<file path="config.mk">
export PLATFORM = sky130hd
export DESIGN_NAME = sst_seq
export DESIGN_NICKNAME = d
export VERILOG_FILES = /design/src/rtl/sst_pkg.sv /design/src/rtl/m2_edge_sync.sv /design/src/rtl/sst_seq.sv
export SDC_FILE = /design/constraint.sdc
export NUM_CORES = 1
export LEC_CHECK = 0
export ABC_CLOCK_PERIOD_IN_PS = 3900
export BUFFER_PORTS_ARGS = -buffer_cell sky130_fd_sc_hd__buf_2
export CAP_MARGIN = 20
export CORE_MARGIN = 3
export CORE_UTILIZATION = 25
export CTS_CLUSTER_DIAMETER = 120
export DETAILED_ROUTE_END_ITERATION = 12
export GPL_TIMING_DRIVEN = 0
export PLACE_DENSITY = 0.52
export SYNTH_ARGS = -nofsm -noshare
export SYNTH_HDL_FRONTEND = slang
export SYNTH_SLANG_ARGS = --single-unit
</file>
<file path="constraint.sdc">
create_clock -name clk -period 3.9 [get_ports clk]
set_clock_uncertainty 0.1 [all_clocks]
set_input_delay 1.17 -clock clk [delete_from_list [all_inputs] [get_ports clk]]
set_output_delay 1.17 -clock clk [all_outputs]
set_load 0.05 [all_outputs]
</file>
<file path="src/rtl/sst_pkg.sv">
// Shared types for the save-state sequencer: FSM states, error codes and the default index address.
// No logic of its own.
package sst_pkg;

  typedef enum logic [3:0] {
    IDLE,
    IDX_RD,
    IDX_MEM,
    SAVE_RD,
    SAVE_MEM,
    LOAD_MEM,
    LOAD_ARM,
    LOAD_STB,
    VFY,
    FIN
  } sst_state_t;

  localparam logic [1:0] SST_ERR_NONE = 2'd0;
  localparam logic [1:0] SST_ERR_IDX  = 2'd1;
  localparam logic [1:0] SST_ERR_TMO  = 2'd2;
  localparam logic [1:0] SST_ERR_VFY  = 2'd3;

  localparam int SST_IDX_ADDR = 127;

endpackage

</file>
<file path="src/rtl/m2_edge_sync.sv">
// M2 falling-edge detector: 2-flop synchronizer plus edge register; m2_fall is seen 3 clocks after the pin falls.
// No backpressure; m2_fall is a one-clock pulse.
module m2_edge_sync (
  input  logic clk,
  input  logic rst,
  input  logic m2,
  output logic m2_fall
);

  // sh[1:0] synchronize the pin, sh[2] holds the previous synchronized level
  logic [2:0] sh;

  always_ff @(posedge clk) begin
    if (rst) sh <= 3'b000;
    else     sh <= {sh[1:0], m2};
  end

  assign m2_fall = sh[2] & ~sh[1];

endmodule

</file>
<file path="src/rtl/sst_seq.sv">
// Save/load sequencer between the mapper sst bus and an external state buffer; one register per (3 + mem latency) clocks on save.
// Memory requests hold until mem_ack or ACK_TMO clocks; SST_SEQ_VERIFY_EN adds a post-load readback compare.
module sst_seq
  import sst_pkg::*;
#(
  parameter int REG_CNT  = 6,
  parameter int IDX_ADDR = SST_IDX_ADDR,
  parameter int ACK_TMO  = 255
) (
  input  logic       clk,
  input  logic       rst,
  input  logic       start_save,
  input  logic       start_load,
  output logic       busy,
  output logic       done,
  output logic [1:0] err,
  input  logic       m2,
  output logic       sst_act,
  output logic [7:0] sst_addr,
  output logic       sst_we_reg,
  output logic [7:0] sst_dato,
  input  logic [7:0] sst_di,
  output logic       mem_req,
  output logic       mem_we,
  output logic [7:0] mem_addr,
  output logic [7:0] mem_wdata,
  input  logic [7:0] mem_rdata,
  input  logic       mem_ack
);

  localparam int              TW      = $clog2(ACK_TMO + 1);
  localparam logic [7:0]      LAST    = 8'(REG_CNT - 1);
  localparam logic [7:0]      IDX_A   = 8'(IDX_ADDR);
  localparam logic [TW-1:0]   TMO_LIM = TW'(ACK_TMO);

  sst_state_t    state;
  logic          mode_load;
  logic [7:0]    n;
  logic          settle;
  logic [TW-1:0] tmo_cnt;
  logic [7:0]    cur_idx;
  logic          m2_fall;
  logic          acked;
  logic          tmo_hit;
`ifdef SST_SEQ_VERIFY_EN
  logic [7:0]    vfy_dat;
`endif

  m2_edge_sync u_m2 (
    .clk     (clk),
    .rst     (rst),
    .m2      (m2),
    .m2_fall (m2_fall)
  );

  assign acked   = mem_req && mem_ack;
  assign tmo_hit = mem_req && !mem_ack && (tmo_cnt == TMO_LIM);

  always_ff @(posedge clk) begin
    if (rst) begin
      state      <= IDLE;
      mode_load  <= 1'b0;
      n          <= 8'h00;
      settle     <= 1'b0;
      tmo_cnt    <= '0;
      cur_idx    <= 8'h00;
      busy       <= 1'b0;
      done       <= 1'b0;
      err        <= SST_ERR_NONE;
      sst_act    <= 1'b0;
      sst_addr   <= 8'h00;
      sst_we_reg <= 1'b0;
      sst_dato   <= 8'h00;
      mem_req    <= 1'b0;
      mem_we     <= 1'b0;
      mem_addr   <= 8'h00;
      mem_wdata  <= 8'h00;
`ifdef SST_SEQ_VERIFY_EN
      vfy_dat    <= 8'h00;
`endif
    end else begin
      // Shared handshake: drop req after ack, abort on timeout. State arms below override only on ack.
      if (acked) begin
        mem_req <= 1'b0;
        tmo_cnt <= '0;
      end else if (tmo_hit) begin
        mem_req <= 1'b0;
        err     <= SST_ERR_TMO;
        state   <= FIN;
      end else if (mem_req) begin
        tmo_cnt <= tmo_cnt + 1'b1;
      end

      case (state)
        IDLE: begin
          done <= 1'b0;
          if (start_save || start_load) begin
            mode_load <= !start_save;
            busy      <= 1'b1;
            sst_act   <= 1'b1;
            err       <= SST_ERR_NONE;
            sst_addr  <= IDX_A;
            settle    <= 1'b0;
            state     <= IDX_RD;
          end
        end
        IDX_RD: begin
          settle <= 1'b1;
          if (settle) begin
            cur_idx   <= sst_di;
            mem_req   <= 1'b1;
            mem_we    <= !mode_load;
            mem_addr  <= IDX_A;
            mem_wdata <= mode_load ? 8'h00 : sst_di;
            tmo_cnt   <= '0;
            state     <= IDX_MEM;
          end
        end
        IDX_MEM: begin
          if (acked) begin
            n        <= 8'h00;
            settle   <= 1'b0;
            sst_addr <= 8'h00;
            if (mode_load && mem_rdata != cur_idx) begin
              err   <= SST_ERR_IDX;
              state <= FIN;
            end else begin
              state <= mode_load ? LOAD_MEM : SAVE_RD;
            end
          end
        end
        SAVE_RD: begin
          settle <= 1'b1;
          if (settle) begin
            mem_req   <= 1'b1;
            mem_we    <= 1'b1;
            mem_addr  <= n;
            mem_wdata <= sst_di;
            tmo_cnt   <= '0;
            state     <= SAVE_MEM;
          end
        end
        SAVE_MEM: begin
          if (acked) begin
            if (n == LAST) begin
              state <= FIN;
            end else begin
              n        <= n + 8'd1;
              sst_addr <= n + 8'd1;
              settle   <= 1'b0;
              state    <= SAVE_RD;
            end
          end
        end
        LOAD_MEM: begin
          if (!mem_req) begin
            mem_req  <= 1'b1;
            mem_we   <= 1'b0;
            mem_addr <= n;
            tmo_cnt  <= '0;
          end else if (acked) begin
            sst_dato <= mem_rdata;
            sst_addr <= n;
            state    <= LOAD_ARM;
          end
        end
        LOAD_ARM: begin
          if (m2_fall) begin
            sst_we_reg <= 1'b1;
            state      <= LOAD_STB;
          end
        end
        // Strobe spans one full M2 period so exactly one CPU negedge samples it.
        LOAD_STB: begin
          if (m2_fall) begin
            sst_we_reg <= 1'b0;
            if (n == LAST) begin
`ifdef SST_SEQ_VERIFY_EN
              n        <= 8'h00;
              sst_addr <= 8'h00;
              settle   <= 1'b0;
              state    <= VFY;
`else
              state    <= FIN;
`endif
            end else begin
              n     <= n + 8'd1;
              state <= LOAD_MEM;
            end
          end
        end
`ifdef SST_SEQ_VERIFY_EN
        VFY: begin
          if (!mem_req) begin
            settle <= 1'b1;
            if (settle) begin
              vfy_dat  <= sst_di;
              mem_req  <= 1'b1;
              mem_we   <= 1'b0;
              mem_addr <= n;
              tmo_cnt  <= '0;
            end
          end else if (acked) begin
            if (mem_rdata != vfy_dat) begin
              err   <= SST_ERR_VFY;
              state <= FIN;
            end else if (n == LAST) begin
              state <= FIN;
            end else begin
              n        <= n + 8'd1;
              sst_addr <= n + 8'd1;
              settle   <= 1'b0;
            end
          end
        end
`endif
        FIN: begin
          busy       <= 1'b0;
          sst_act    <= 1'b0;
          done       <= (err == SST_ERR_NONE);
          sst_addr   <= 8'h00;
          sst_dato   <= 8'h00;
          sst_we_reg <= 1'b0;
          mem_we     <= 1'b0;
          mem_addr   <= 8'h00;
          mem_wdata  <= 8'h00;
          state      <= IDLE;
        end
        default: state <= IDLE;
      endcase
    end
  end

endmodule
</file>
==> reports/summary.md <==
• **Critical Path RT** 3.98 ns
• **effective utilization at floorplan** 0.260
• **most numerous cell in the Yosys netlist** sky130_fd_sc_hd__dfxtp_1
• **number of rows created at floorplan** 44
• **buffers added on ports** 60
• **clock power share** 0.431
• **core area** 14800 um2
• **count of pins over their slew limit** 0
• **routed via count** 3445
• **number of clock sinks** 72
• **ratio of cells with drive above 1 in the final layout** 0.250
• **dominant cell type by area after synthesis** sky130_fd_sc_hd__dfxtp_1
• **vias in the first global route** 3538
• **DRC violations left** 0
• **clock slew at the register clock pins of the worst setup and hold paths** 0.06 ns
• **number of gates resized after cts** 0
• **post-synthesis to final-layout area growth** 21.2%
• **switching power** 0.000530 W
• **cell count after synthesis** 447
• **run status** completed
• **maximum number of pins on one net before global-route repair** 15
• **sum of net half-perimeters after detailed placement** 8.21 mm
• **Final Cycle Share** 0.701
• **setup violation total in the final timing report** 0
• **multi-input logic area** 2090 um2
• **part of the power in registers** 0.429
• **synth cell count leaders** sky130_fd_sc_hd__dfxtp_1, sky130_fd_sc_hd__nor2_1, sky130_fd_sc_hd__nand2_1
• **Die Area** 16900 um2
• **part of the power in combinational logic** 0.140
• **cell area after synthesis** 3850 um2
• **Internal** 0.00128 W
• **average routed wire per standard cell** 15.5 um
• **Post-synth ARST share** 0
• **worst IR drop on VDD** 0.194 mV
• **DRC violation total after the first TritonRoute iteration** 219
• **post-layout minimum cycle time** 2.73 ns
• **CTS tree** done
• **Sw Ratio** 0.293
• **most frequently used flop master after synthesis** sky130_fd_sc_hd__dfxtp_1
• **wire length of the first global-routing pass** 18.0 mm
• **share of synthesized area occupied by flip-flops and latches** 0.374
• **maximum clock frequency** 366 MHz
• **CTS buffer count** 9
• **height of the chip** 130 um
• **maximum root-to-sink buffer count** 2
• **Total Routed Length** 11.0 mm
• **path type of the worst min-delay path** reg -> reg
• **Antenna Nets Post-Route** 0
• **number of synthesized flops with an enable pin** 0
• **Yosys warning total** 0
• **H-tree depth reported by CTS** 3
• **Worst Setup Start Kind** input port
• **slew at the pin with the worst max-slew slack** 0.803 ns
• **router iterations before antenna repair** 4
• **total power** 0.00181 W
• **number of antenna violations at the first check in global routing** 0
• **worst-case headroom to the max-slew limit** 0.463
• **mean post-synth cell area** 8.62 um2
• **CTS Hold Buffers Added** 0
• **Die Width** 130 um
• **setup fix buffers added after clock tree synthesis** 0
• **area taken by flip-flops and latches** 1440 um2
• **I/O pin total** 62
• **most area-consuming cells after synthesis** sky130_fd_sc_hd__dfxtp_1, sky130_fd_sc_hd__nor2_1, sky130_fd_sc_hd__xnor2_1
• **Critical Path End Type** flop
• **top cell type's share of synthesized area** 0.374
• **Root Buffer Master** sky130_fd_sc_hd__clkbuf_16
• **Mapped Nets** 472
• **Leak Pwr** 1.83 nW
• **number of flip-flops and latches in the synthesized netlist** 72
• **Skew-Pair Late Insertion Delay** 0.34 ns
• **max-capacitance violation count** 0
• **fillcell total** 1559
• **endpoints failing hold** 0
• **Worst Hold Slack** 0.349 ns
• **final sum of negative setup slack** 0 ns
• **Synth cell types** 69
• **setup repair after global routing missed its margin** false
• **CP Max Fanout** 8
• **global route total overflow** 0
• **Critical Setup Path Class** in -> reg
• **total power per unit cell area** 387 nW/um2
• **combined global-route utilization of all metal layers** 0.134
• **nets** 544
• **routability congestion estimate** 0.862
• **via/cell ratio** 4.87
• **number of diodes** 0
• **Worst Path Arrival** 2.82 ns
==> power by group through the flow <==
stage / logic [W] / clock network [W] / registers [W]
after global placement: 0.000252 / 0 / 0.000791
after detailed placement: 0.000253 / 0 / 0.000792
after floorplan: 0.000125 / 0 / 0.000847
after global routing: 0.000274 / 0.000830 / 0.000778
final: 0.000254 / 0.000778 / 0.000775
after CTS: 0.000254 / 0.000803 / 0.000775
==> path summary, 6_finish.rpt <==
kind                from           to  slack, ns  cells after the start
max              mem_ack  sst_addr[1]       1.17                      7
min          mem_addr[3]  mem_addr[3]       0.35                      2
max reg2reg         n[1]  sst_addr[1]       1.51                      7
min reg2reg  mem_addr[3]  mem_addr[3]       0.35                      2
==> cell type report <==
class	count	share of cell area
plain buffers	34	0.0544
clock buffers	9	0.0482
clock inverters	7	0.0118
inverters	18	0.0145
multi-input cells	323	0.447
flip-flops and latches	72	0.309
well taps	184	0.0493
repair buffers	61	0.0659
==> cells in the final DEF, fill, tap and decap left out, types with 3 or more instances in the layout <==
cell and n:
sky130_fd_sc_hd__a21oi_1 28, sky130_fd_sc_hd__a221oi_2 7, sky130_fd_sc_hd__a22oi_1 10, sky130_fd_sc_hd__a31oi_1 5, sky130_fd_sc_hd__and2_1 3, sky130_fd_sc_hd__and3_1 3, sky130_fd_sc_hd__buf_2 70, sky130_fd_sc_hd__buf_6 8
sky130_fd_sc_hd__clkbuf_1 9, sky130_fd_sc_hd__clkbuf_16 9, sky130_fd_sc_hd__clkbuf_8 5, sky130_fd_sc_hd__dfxtp_1 72, sky130_fd_sc_hd__ha_1 3, sky130_fd_sc_hd__inv_1 18, sky130_fd_sc_hd__mux2i_1 10, sky130_fd_sc_hd__nand2_1 33
sky130_fd_sc_hd__nand2b_1 13, sky130_fd_sc_hd__nand3_1 19, sky130_fd_sc_hd__nand4_1 4, sky130_fd_sc_hd__nor2_1 62, sky130_fd_sc_hd__nor2b_1 6, sky130_fd_sc_hd__nor3_1 10, sky130_fd_sc_hd__o21ai_0 7, sky130_fd_sc_hd__o21ai_1 3
sky130_fd_sc_hd__o311ai_0 7, sky130_fd_sc_hd__o31a_1 3, sky130_fd_sc_hd__o41ai_2 3, sky130_fd_sc_hd__or2_2 3, sky130_fd_sc_hd__or3_1 9, sky130_fd_sc_hd__xnor2_1 20, sky130_fd_sc_hd__xor2_1 4
==> worst max-delay path: stages <==
cell and delay, ns:
sky130_fd_sc_hd__buf_2 0.15, sky130_fd_sc_hd__and2_1 0.15, sky130_fd_sc_hd__buf_6 0.13, sky130_fd_sc_hd__nor4_2 0.05
sky130_fd_sc_hd__or3_4 0.42, sky130_fd_sc_hd__nor3_2 0.63, sky130_fd_sc_hd__a221oi_2 0.11
==> metal layers <==
| metal | vias up | wire length [um] | track usage |
|---|---|---|---|
| met5 | - | 0 | 0 |
| met3 | 21 | 530 | 0.0319 |
| met1 | 1608 | 5220 | 0.180 |
| met4 | 0 | 251 | 0.0489 |
| met2 | 90 | 4960 | 0.208 |
| li1 | 1726 | - | - |
==> stage by stage <==
stage	utilization	instances	setup WS, ns	cell area (um2)
floorplan	-	447	1.23	3850
global placement	0.296	691	0.853	4380
detailed placement	0.296	692	0.820	4390
CTS	0.315	708	1.18	4670
global route	0.315	708	1.03	4670
finish	0.315	708	1.17	4670
==> cell families (layout without fill, tap and decap cells) <==
| family | Yosys count | count (layout) | synth area share |
|---|---|---|---|
| buffers and inverters | 52 | 129 | 0.0835 |
| and+or+nand+nor | 188 | 188 | 0.255 |
| AOI/OAI and AO/OA | 98 | 98 | 0.197 |
| muxes | 10 | 10 | 0.0260 |
| adders and majority gates | 3 | 3 | 0.00974 |
| xor gates and xnor gates | 24 | 24 | 0.0546 |
| DFF | 72 | 72 | 0.374 |
No activity file was read; power rests on OpenSTA's default activity.
